### src/rtl/imem_loader.sv
// Instruction-memory loader: receives a length-prefixed big-endian byte stream,
// assembles 32-bit words, writes them to instruction memory, then releases the CPU.
module imem_loader #(
  parameter int ADDR_W = 8
) (
  input  logic              clk,
  input  logic              rst_n,
  input  logic              start,
  input  logic              byte_valid,
  input  logic [7:0]        byte_data,
  output logic              byte_ready,
  output logic              im_we,
  output logic [ADDR_W-1:0] im_addr,
  output logic [31:0]       im_wdata,
  output logic [ADDR_W:0]   word_count,
  output logic              busy,
  output logic              cpu_run,
  output logic              err
);

  typedef enum logic [2:0] {
    IDLE, LEN_HI, LEN_LO, CHECK, BYTES, WRITE, DONE, ERR
  } state_t;

  localparam logic [32:0]   CAPACITY  = 33'd1 << ADDR_W;
  localparam logic [ADDR_W:0] COUNT_ONE = {{ADDR_W{1'b0}}, 1'b1};

  state_t          r_state;
  state_t          w_state_next;
  logic [15:0]     r_len;
  logic [31:0]     r_word;
  logic [1:0]      r_byte_idx;
  logic [ADDR_W:0] r_count;

  logic            w_xfer;
  logic            w_restart;
  logic            w_len_zero;
  logic            w_len_over;
  logic            w_last_word;
  logic [ADDR_W:0] w_count_inc;

  // Outputs are pure functions of registered state, so reset values appear
  // asynchronously and byte_ready never looks at byte_valid.
  assign byte_ready = (r_state == LEN_HI) || (r_state == LEN_LO) || (r_state == BYTES);
  assign im_we      = (r_state == WRITE);
  assign im_addr    = r_count[ADDR_W-1:0];
  assign im_wdata   = r_word;
  assign word_count = r_count;
  assign busy       = !((r_state == IDLE) || (r_state == DONE) || (r_state == ERR));
  assign cpu_run    = (r_state == DONE);
  assign err        = (r_state == ERR);

  assign w_xfer      = byte_valid && byte_ready;
  assign w_restart   = start && !busy;
  assign w_len_zero  = (r_len == 16'd0);
  assign w_len_over  = ({17'd0, r_len} > CAPACITY);
  assign w_count_inc = r_count + COUNT_ONE;
  // count is one bit wider than the address so N = 2^ADDR_W completes without wrapping
  assign w_last_word = ({{(32-ADDR_W){1'b0}}, w_count_inc} == {17'd0, r_len});

  always_ff @(posedge clk or negedge rst_n) begin
    if (!rst_n) begin
      r_state <= IDLE;
    end else begin
      r_state <= w_state_next;
    end
  end

  always_comb begin
    w_state_next = r_state;
    case (r_state)
      IDLE, DONE, ERR: if (start) w_state_next = LEN_HI;
      LEN_HI:          if (w_xfer) w_state_next = LEN_LO;
      LEN_LO:          if (w_xfer) w_state_next = CHECK;
      CHECK: begin
        if (w_len_zero) begin
          w_state_next = DONE;
        end else if (w_len_over) begin
          w_state_next = ERR;
        end else begin
          w_state_next = BYTES;
        end
      end
      BYTES:           if (w_xfer && (r_byte_idx == 2'd3)) w_state_next = WRITE;
      WRITE:           w_state_next = w_last_word ? DONE : BYTES;
      default:         w_state_next = IDLE;
    endcase
  end

  always_ff @(posedge clk or negedge rst_n) begin
    if (!rst_n) begin
      r_len      <= 16'd0;
      r_word     <= 32'd0;
      r_byte_idx <= 2'd0;
      r_count    <= '0;
    end else begin
      if (w_restart) begin
        r_count <= '0;
      end
      if ((r_state == LEN_HI) && w_xfer) begin
        r_len[15:8] <= byte_data;
      end
      if ((r_state == LEN_LO) && w_xfer) begin
        r_len[7:0] <= byte_data;
      end
      if (r_state == CHECK) begin
        r_byte_idx <= 2'd0;
      end
      // MSB arrives first, so shifting left leaves the first byte on top
      if ((r_state == BYTES) && w_xfer) begin
        r_word     <= {r_word[23:0], byte_data};
        r_byte_idx <= r_byte_idx + 2'd1;
      end
      if (r_state == WRITE) begin
        r_count <= w_count_inc;
      end
    end
  end

endmodule
### config.mk
export PLATFORM = sky130hd
export DESIGN_NAME = imem_loader
export DESIGN_NICKNAME = d
export VERILOG_FILES = /design/src/rtl/imem_loader.sv
export SDC_FILE = /design/constraint.sdc
export NUM_CORES = 1
export LEC_CHECK = 0
export BUFFER_PORTS_ARGS = -buffer_cell sky130_fd_sc_hd__buf_2
export CAP_MARGIN = 10
export CORE_AREA = 3 3 87 89
export CTS_CLUSTER_SIZE = 40
export DETAILED_ROUTE_END_ITERATION = 6
export DIE_AREA = 0 0 90 92
export GPL_TIMING_DRIVEN = 0
export PLACE_DENSITY = 0.76
export SETUP_SLACK_MARGIN = 0.02
export SLEW_MARGIN = 0
export SYNTH_ARGS = -nofsm -noshare
export SYNTH_HDL_FRONTEND = slang
export SYNTH_SLANG_ARGS = --single-unit
### constraint.sdc
create_clock -name clk -period 2.1 [get_ports clk]
set_clock_uncertainty 0.1 [all_clocks]
set_input_delay 0.21 -clock clk [delete_from_list [all_inputs] [get_ports clk]]
set_output_delay 0.21 -clock clk [all_outputs]
set_load 0.02 [all_outputs]
### After elaboration in Yosys (flattened, before gate mapping)

Cells that the tools add are included.

| cells by class | value |
|---|---|
| add/sub/neg operators | 2 |
| order comparisons | 1 |
| eq/ne operators | 13 |
| mux-type cells | 12 |
| reductions and logical operators | 17 |

Operator list:

| cell | count |
|---|---|
| two-way mux 9 bit | 2 |
| case mux 3 bit (6 select lines) | 1 |
| equality test 9 x 16 -> 1 bit | 1 |
| > comparator 16 x 9 -> 1 bit, second input constant | 1 |
| logical NOT 16 bit | 1 |
| equality test 3 bit, second input constant | 4 |
| two-way mux 3 bit | 4 |
| two-way mux 2 bit | 5 |
| adder 9 x 1 -> 9 bit, second input constant | 1 |
| equality test 3 x 2 -> 1 bit, second input constant | 2 |
| logical AND 1 bit | 6 |
| != test 2 bit, second input constant | 3 |
| logical OR 1 bit | 4 |
| AND reduction 4 bit | 1 |
| nonzero test 2 bit | 2 |
| equality test 3 x 1 -> 1 bit, second input constant | 1 |
| logical NOT 3 bit | 1 |
| OR reduction 3 bit | 1 |
| adder 2 x 1 -> 2 bit, second input constant | 1 |
| equality test 2 bit, second input constant | 1 |
| != test 2 x 1 -> 1 bit, second input constant | 1 |
| logical NOT 1 bit | 1 |

| storage, ports and cells | value |
|---|---|
| flip-flop bits (word level) | 62 |
| input bits | 12 |

### Logic depth before layout (Yosys ltp)

Gate-level depths: netlist (run 1).

| logic depth | value |
|---|---|
| depth in word-level cells | 7 |
| depth in mapped cells | 7 |
| depth with buffers taken out | 6 |

### Worst setup path before layout (run 1)

Ideal clock, no wire load.

| timing | value |
|---|---|
| kind | register to register |
| start | reg r_count[0] (netlist: word_count[0]) |
| end | reg r_state[1] |
| setup time | 0.133 ns |
| data arrival time | 1.800 ns |
| required time | 1.867 ns |
| setup slack | 0.067 ns |
| stages on the path, launching flop included | 8 |
| buffers on the path | 1 |
| period minus slack after synthesis | 2.033 ns |
| path through | dfrtp_1 ha_1 and2_1 buf_4 and2b_4 o221a_2 a221oi_2 o41ai_2 |

| between the ends | value |
|---|---|
| cells in the longest elaborated chain, start to end | 4 |

Ends and longest elaborated chain:

| item | RTL line | source |
|---|---|---|
| start, declared | 33 | `logic [ADDR_W:0] r_count;` |
| start signal, assigned | 115 | `r_count <= w_count_inc;` |
| adder 9 x 1 -> 9 bit | 57 | `assign w_count_inc = r_count + COUNT_ONE;` |
| equality test 9 x 16 -> 1 bit | 59 | `assign w_last_word = ({{(32-ADDR_W){1'b0}}, w_count_inc} == {17'd0, r_len});` |
| two-way mux 2 bit | 85 | `WRITE: w_state_next = w_last_word ? DONE : BYTES;` |
| case mux 3 bit (6 select lines) | 71 | `case (r_state)` |
| end signal, assigned | 65 | `r_state <= w_state_next;` |
| end, declared | 28 | `state_t r_state;` |

Every way passes these cells.
A chain may end at the register's enable or synchronous reset.

### Worst setup path in the final report (run 1)

| timing | value |
|---|---|
| start | reg r_state[1] |
| end | reg r_state[1] |

| between the ends | value |
|---|---|
| cells in the longest elaborated chain, start to end | 7 |

Ends and longest elaborated chain:

| item | RTL line | source |
|---|---|---|
| equality test 3 x 1 -> 1 bit or equality test 3 x 2 -> 1 bit (tied branches) | 44, 71 |  |
| logical OR 1 bit (2 in series) | 44 | `assign byte_ready = (r_state == LEN_HI) \|\| (r_state == LEN_LO) \|\| (r_state == BYTES);` |
| logical AND 1 bit | 53 | `assign w_xfer = byte_valid && byte_ready;` |
| logical AND 1 bit | 84 | `BYTES: if (w_xfer && (r_byte_idx == 2'd3)) w_state_next = WRITE;` |
| != test 2 x 1 -> 1 bit (no source line) | - |  |
| AND reduction 4 bit (no source line) | - |  |

Parallel ways exist; a longest one is shown, timed or not.

==> summary.md, run 1 <==
| Metric | Value |
|---|---|
| Max clock buf depth | 2 |
| Internal power | 3310 µW |
| Final Hold Vio Count | 0 |
| Share of synthesized registers carrying an async set or reset | 100% |
| Pwr dens | 1550 nW/µm² |
| Top cells by area, synth | dfrtp_1 (51%), mux2_2 (14%), mux2_1 (3.7%), buf_4 (3.2%), nor2_1 (2.1%) |
| Syn_nets | 268 |
| Drt first pass iters | 4 |
| Min cycle time layout | 2000 ps |
| Clk_lat worst skew | 340 ps |
| Hold Path Stages | 2 |
| Mux cell area share after synthesis | 18.1% |
| Total congestion overflow | 0 |
| Syn. warnings | 0 |
| Flops & latches, synth | 62 |
| Most numerous cell in the Yosys netlist | dfrtp_1 |
| R2R cell count | 6 |
| CTS H-tree lvls | 3 |
| Crit Path Max Fanout | 10 |
| Clk pwr share | 15.8% |
| Root buffer selected by CTS | clkbuf_8 |
| Die area | 8280 µm² |
| Rows | 30 |
| Drt via density | 5.12 |
| Placed cell count | 416 |
| Final period utilization | 95.5% |
| CTS tree | built |
| Area of the mapped netlist | 3040 µm² |
| Gate power share | 47.4% |
| Final Power | 5740 µW |
| Gr usage total | 17.0% |
| Max Cap Violations | 0 |
| RSZ-0062 raised after global routing | no |
| Worst Tran Pin Value | 758 ps |
| Final Wtd Congestion | 0.853 |
| Final slew viol count | 0 |
| Switching Fraction | 42.3% |
| Port-buffer cells | 65 |
| Sequential area share after synthesis | 51.1% |
| Leakage power | 0.00177 µW |
| Yosys cell types | 48 |
| Simple-Gate Fraction of Synth Area | 11.4% |
| Slew margin rel. | 49.4% |
| Share of layout cells above drive strength 1 | 46.5% |
| I/O pins | 66 |
| Post-Place Worst Slack | 28.8 ps |
| Fmax | 0.499 GHz |
| Largest family of logic cells by synthesized area | multiplexers |
| First DRT Iteration DRCs | 82 |
| Crit path kind | reg2reg |
| Outcome | finished clean |
| DR vias | 2231 |
| Num CTS Buffers | 9 |
| Critical Path AT | 2140 ps |
| Yosys top cell by area | dfrtp_1 |
| Setup tns final | 0 ps |
| Wire length per cell | 15.2 µm |
| Starting Density | 44.5% |
| Synth Area in Adders | 0.824% |
| First-pass GRT wire length | 11.3 mm |
| Clock transition at the registers of the reported paths | 70 ps |
| # clock sinks | 62 |
| Initial antenna violation count | 0 |
| Final std cells w/o fill | 436 |
| Largest net degree at the start of global routing | 34 |
| Share of the synthesized area in the top cell type | 51.1% |
| Crit path launch type | flop |
| Die W | 90 µm |
| Most common library cells after synthesis | dfrtp_1 (62), mux2_2 (38), nor2_1 (17) |
| Vias in the first global route | 2256 |
| Min-Delay Path Class | in2reg |
| Ant diodes | 0 |
| Synth Flop Type | dfrtp_1 |
| DRT Wirelength | 6.63 mm |
| Sequential Power Share | 36.8% |
| Crit end category | flop |
| CP Data Required Time | 2240 ps |
| EDFF count, synth | 0 |
| Mean Syn Cell Area | 12.0 µm² |
| Core Box Area | 6830 µm² |
| Die Ht | 92 µm |
| DRT antenna net count | 0 |
| XOR/XNOR Fraction of Synth Area | 3.75% |
| Compound-Gate Fraction of Synth Area | 9.60% |
| Cell count after synthesis | 254 |
| Reg2reg setup slack | 100 ps |
| Sw Pwr | 2430 µW |
| Post-detail-place hpwl | 4.69 mm |
| Nets | 349 |
| Layout area overhead | 22.0% |
| Final setup viols | 0 |
| DRC violation count after routing | 0 |
| Setup ws final | 95.1 ps |
| Maximum vdd ir drop | 0.653 mV |
==> final timing paths <==
check                                         startpoint                   endpoint
worst max-delay path              r_state[1]$_DFFE_PN0P_     r_state[1]$_DFFE_PN0P_
worst min-delay path                               start     r_state[2]$_DFFE_PN0P_
worst max register to register    r_state[1]$_DFFE_PN0P_     r_state[1]$_DFFE_PN0P_
worst min register to register  im_wdata[26]$_DFFE_PN0P_   im_wdata[26]$_DFFE_PN0P_
max in group asynchronous                          rst_n   im_wdata[17]$_DFFE_PN0P_
min in group asynchronous                          rst_n  word_count[7]$_DFFE_PN0P_
==> kinds of logic (layout without fill, tap and decap cells) <==
logic type               Yosys count  count (layout)
XOR/XNOR                          13              13
buffers and inverters             27             113
AO/OA/AOI/OAI                     43              43
adder cells (fa/ha/maj)            2               2
AND/OR/NAND/NOR                   58              58
multiplexers                      49              49
flip-flops                        62              62
==> registers in the layout, summed over array words and instances (netlist names) <==
| name | flops |
|---|---|
| r_state | 3 |
| r_byte_idx | 2 |
| r_len | 16 |
| word_count | 9 |
| im_wdata | 32 |
==> routing by layer <==
metal  routed length [µm]  share of wire (%)  vias to the layer above  GRT usage [%]
li1                     -                  -                     1066              -
met1                 2990                 45                     1113           22.2
met2                 3300                 50                       40           26.9
met3                  217                3.3                       12           2.46
met4                  121                1.8                        0           9.95
met5                    0                  0                        -              0
==> through the flow <==
| stage | hold slack, ps | cell area (µm²) | util [%] |
|---|---|---|---|
| 2_1_floorplan | -186 | 3040 | - |
| 4_1_cts | 2.20 | 3680 | 53.9 |
| 3_5_place_dp | 223 | 3500 | 51.3 |
| 3_3_place_gp | 364 | 3480 | 51.0 |
| 5_1_grt | 25.6 | 3710 | 54.2 |
| 6_report | 7.87 | 3710 | 54.2 |
==> power by group through the flow <==
stage	clock (µW)	sequential, µW	combinational [µW]
global placement	0	2110	2590
global route	977	2190	2960
CTS	918	2120	2690
finish	907	2110	2720
detailed placement	0	2130	2670
floorplan	0	2440	1550
==> cell usage in the layout (no fill, tap or decap), types with 2 or more instances in the layout <==
cell         n
a21oi_1      8
a22o_1       2
a31oi_1      5
and2_1       2
and3_1       3
buf_2       72
buf_4       16
clkbuf_1     3
clkbuf_8     9
clkinv_2     3
clkinvlp_4   2
dfrtp_1     60
dfrtp_2      2
inv_1        3
inv_2        2
mux2_1      10
mux2_2      38
nand2_1     12
nand2b_1     2
nand3_1      4
nand3b_1     3
nor2_1      17
nor3_1       2
nor4_1       2
o21ai_0      8
o21ai_1      7
o31ai_1      3
xnor2_1      6
xor2_1       7
==> final cells by class <==
cell class	count	area (µm²)
Inverter	5	18.8
Tap cell	96	120
Clock buffer	10	128
Timing Repair Buffer	70	378
Buffer	22	140
Multi-Input combinational cell	165	1330
Fill cell	626	3130
Clock inverter	6	38.8
Sequential cell	62	1550
==> critical path, cell delays in order (launching register included) <==
cell	delay [ps]
dfrtp_1	370
buf_2	190
nand3b_1	210
clkbuf_1	260
nor3_1	280
nand3_1	140
o41ai_2	350
==> repair_timing <==
item / 4_1_cts / 5_1_grt
pin swaps: 0 / 1
resized for setup: 1 / 3
setup buffers: 0 / 3
endpoints found under the setup margin: 1 / 1
hold buffers: 1 / 0
hold endpoints to repair: 32 / 0
Power figures use the tool's default switching activity.
==> inputs of run 2 (changes only) <==
--- a/config.mk
+++ b/config.mk
@@ -11,7 +11,7 @@
 export CTS_CLUSTER_SIZE = 40
 export DETAILED_ROUTE_END_ITERATION = 6
 export DIE_AREA = 0 0 90 92
-export GPL_TIMING_DRIVEN = 0
+export GPL_TIMING_DRIVEN = 1
 export PLACE_DENSITY = 0.76
 export SETUP_SLACK_MARGIN = 0.02
 export SLEW_MARGIN = 0
==> run 2 against run 1 <==
Net effect:
- worst setup slack gained 55 ps
- register-to-register slack gained 60 ps
- clock power grew 18%
- power grew 0.75%
- combinational power shrank 9.2%
- sequential share of layout area grew 0.76 points
- via count shrank 4.4%
==> summary.md, run 2 (same netlist as run 1, synthesis figures left out) <==
| Metric | Value |
|---|---|
| DR vias | 2133 (-4.4%) |
| Crit path kind | reg2reg |
| First DRT Iteration DRCs | 100 (+22%) |
| Min-Delay Path Class | in2reg |
| Critical Path AT | 2080 ps (-60 ps) |
| Fmax | 0.513 GHz (+2.8%) |
| Wire length per cell | 14.7 µm (-3.3%) |
| Initial antenna violation count | 0 (unchanged) |
| Hold_ws | 16.8 ps (+8.97 ps) |
| Max FFs per register | 32 (unchanged) |
| Post-CTS Setup Inserts | 0 (unchanged) |
| Final instance area | 3640 µm² (-1.8%) |
| Vias in the first global route | 2116 (-6.2%) |
| Setup tns final | 0 ps (unchanged) |
| Nets | 330 (-5.4%) |
| Post-detail-place hpwl | 4.42 mm (-5.8%) |
| Layout area overhead | 19.9% |
| Fin util | 53.3% (-0.97 points) |
| Final std cells w/o fill | 417 (-4.4%) |
| Crit end category | flop |
| Min cycle time layout | 1950 ps (-55.4 ps) |
| Final slew viol count | 0 (unchanged) |
| DRC violation count after routing | 0 (unchanged) |
| RSZ-0062 raised after global routing | yes |
| Total congestion overflow | 0 (unchanged) |
| DRT Wirelength | 6.13 mm (-7.5%) |
| CP Data Required Time | 2230 ps (about the same) |
| Num CTS Buffers | 9 (unchanged) |
| Clk_lat worst skew | 340 ps (about the same) |
| Maximum vdd ir drop | 0.772 mV (+18%) |
| Placed cell count | 400 (-3.8%) |
| Pwr dens | 1590 nW/µm² (+2.6%) |
| Leakage power | 0.00171 µW (-3.4%) |
| Max Cap Violations | 0 (unchanged) |
| Final period utilization | 92.8% (-2.6 points) |
| First-pass GRT wire length | 10.2 mm (-9.8%) |
| Root buffer selected by CTS | clkbuf_8 |
| # clock sinks | 62 (unchanged) |
| Crit path launch type | flop |
| Commonest non-fill, non-tap cell in the layout | buf_2 |
| Max clock buf depth | 2 (unchanged) |
| Port-buffer cells | 65 (unchanged) |
| Rows | 30 (unchanged) |
| Final setup viols | 0 (unchanged) |
| Gr usage total | 15.1% (-1.9 points) |
| I/O pins | 66 (unchanged) |
| Outcome | finished clean |
| Slew margin rel. | 60.6% (+11 points) |
| Die Ht | 92 µm (unchanged) |
| Final Hold Vio Count | 0 (unchanged) |
| Worst Tran Pin Value | 591 ps (-167 ps) |
| CTS H-tree lvls | 3 (unchanged) |
| Ant diodes | 0 (unchanged) |
| Final Wtd Congestion | 0.856 (+0.43%) |
| Starting Density | 44.5% (unchanged) |
| Die area | 8280 µm² (unchanged) |
| Crit Path Max Fanout | 8 (-2) |
| Core Box Area | 6830 µm² (unchanged) |
| Drt via density | 5.12 (about the same) |
| Clock transition at the registers of the reported paths | 70 ps (about the same) |
| DRT antenna net count | 0 (unchanged) |
| Share of layout cells above drive strength 1 | 44.2% (-2.2 points) |
| Placement Cell Area | 3420 µm² (-2.4%) |
| Most frequent cells in the layout | buf_2 (65), dfrtp_1 (60), mux2_2 (38), nor2_1 (17), nand2_1 (12) |
| Reg2reg setup slack | 150 ps (+60 ps) |
| CTS tree | built |
| Largest net degree at the start of global routing | 39 (+15%) |
| Drt first pass iters | 4 (unchanged) |
| Die W | 90 µm (unchanged) |
-- run 2: final cells by class --
| cell class | instances | area, µm² |
|---|---|---|
| flip-flops and latches | 62 | 1550 |
| repair buffers | 73 | 413 |
| inverters | 5 | 18.8 |
| fillers | 627 | 3190 |
| well taps | 96 | 120 |
| clock inverters | 6 | 68.8 |
| clock buffers | 10 | 138 |
| multi-input cells | 165 | 1330 |
-- run 2: path summary, 6_finish.rpt --
path | start | end | depth (start not counted)
min reg2reg | im_wdata[26]$_DFFE_PN0P_ | im_wdata[26]$_DFFE_PN0P_ | 1
min in group asynchronous | rst_n | word_count[5]$_DFFE_PN0P_ | 2
max | word_count[1]$_DFFE_PN0P_ | r_state[1]$_DFFE_PN0P_ | 6
max in group asynchronous | rst_n | im_wdata[2]$_DFFE_PN0P_ | 3
min | start | r_state[2]$_DFFE_PN0P_ | 2
max reg2reg | word_count[1]$_DFFE_PN0P_ | r_state[1]$_DFFE_PN0P_ | 6
-- run 2: power breakdown --
group	switching, µW	internal (µW)
Sequential	532	1710
Combinational	1360	1110
Clock	480	586
-- run 2: timing repair --
action | in CTS | in global routing
hold endpoints to repair | 24 | 0
gates resized for setup | 0 | 3
hold buffers | 1 | 0
setup endpoints to repair | 0 | 3
-- run 2: critical path, stage by stage (launching register included) --
cell and delay (ps):
dfrtp_1 450, ha_1 270, and2_2 260, and2b_4 200, xnor2_1 170, a221oi_2 80
o41ai_2 320
-- run 2: per-layer routing --
metal  wire (µm)  track usage, %  up-vias  part of all wire [%]
met1        2750            18.5     1056                    45
met3         215            4.27        8                   3.5
met2        3110            25.0       41                    51
li1            -               -     1028                     -
met4          60            6.38        0                  0.98
met5           0               0        -                     0
-- run 2: through the flow --
step | worst slack (ps) | total power, µW
5_1_grt | 16.5 | 6170
6_report | 151 | 5780
4_1_cts | 43.1 | 5830
3_3_place_gp | 223 | 4660
2_1_floorplan | 67.2 | 3990
3_5_place_dp | 98.1 | 4740
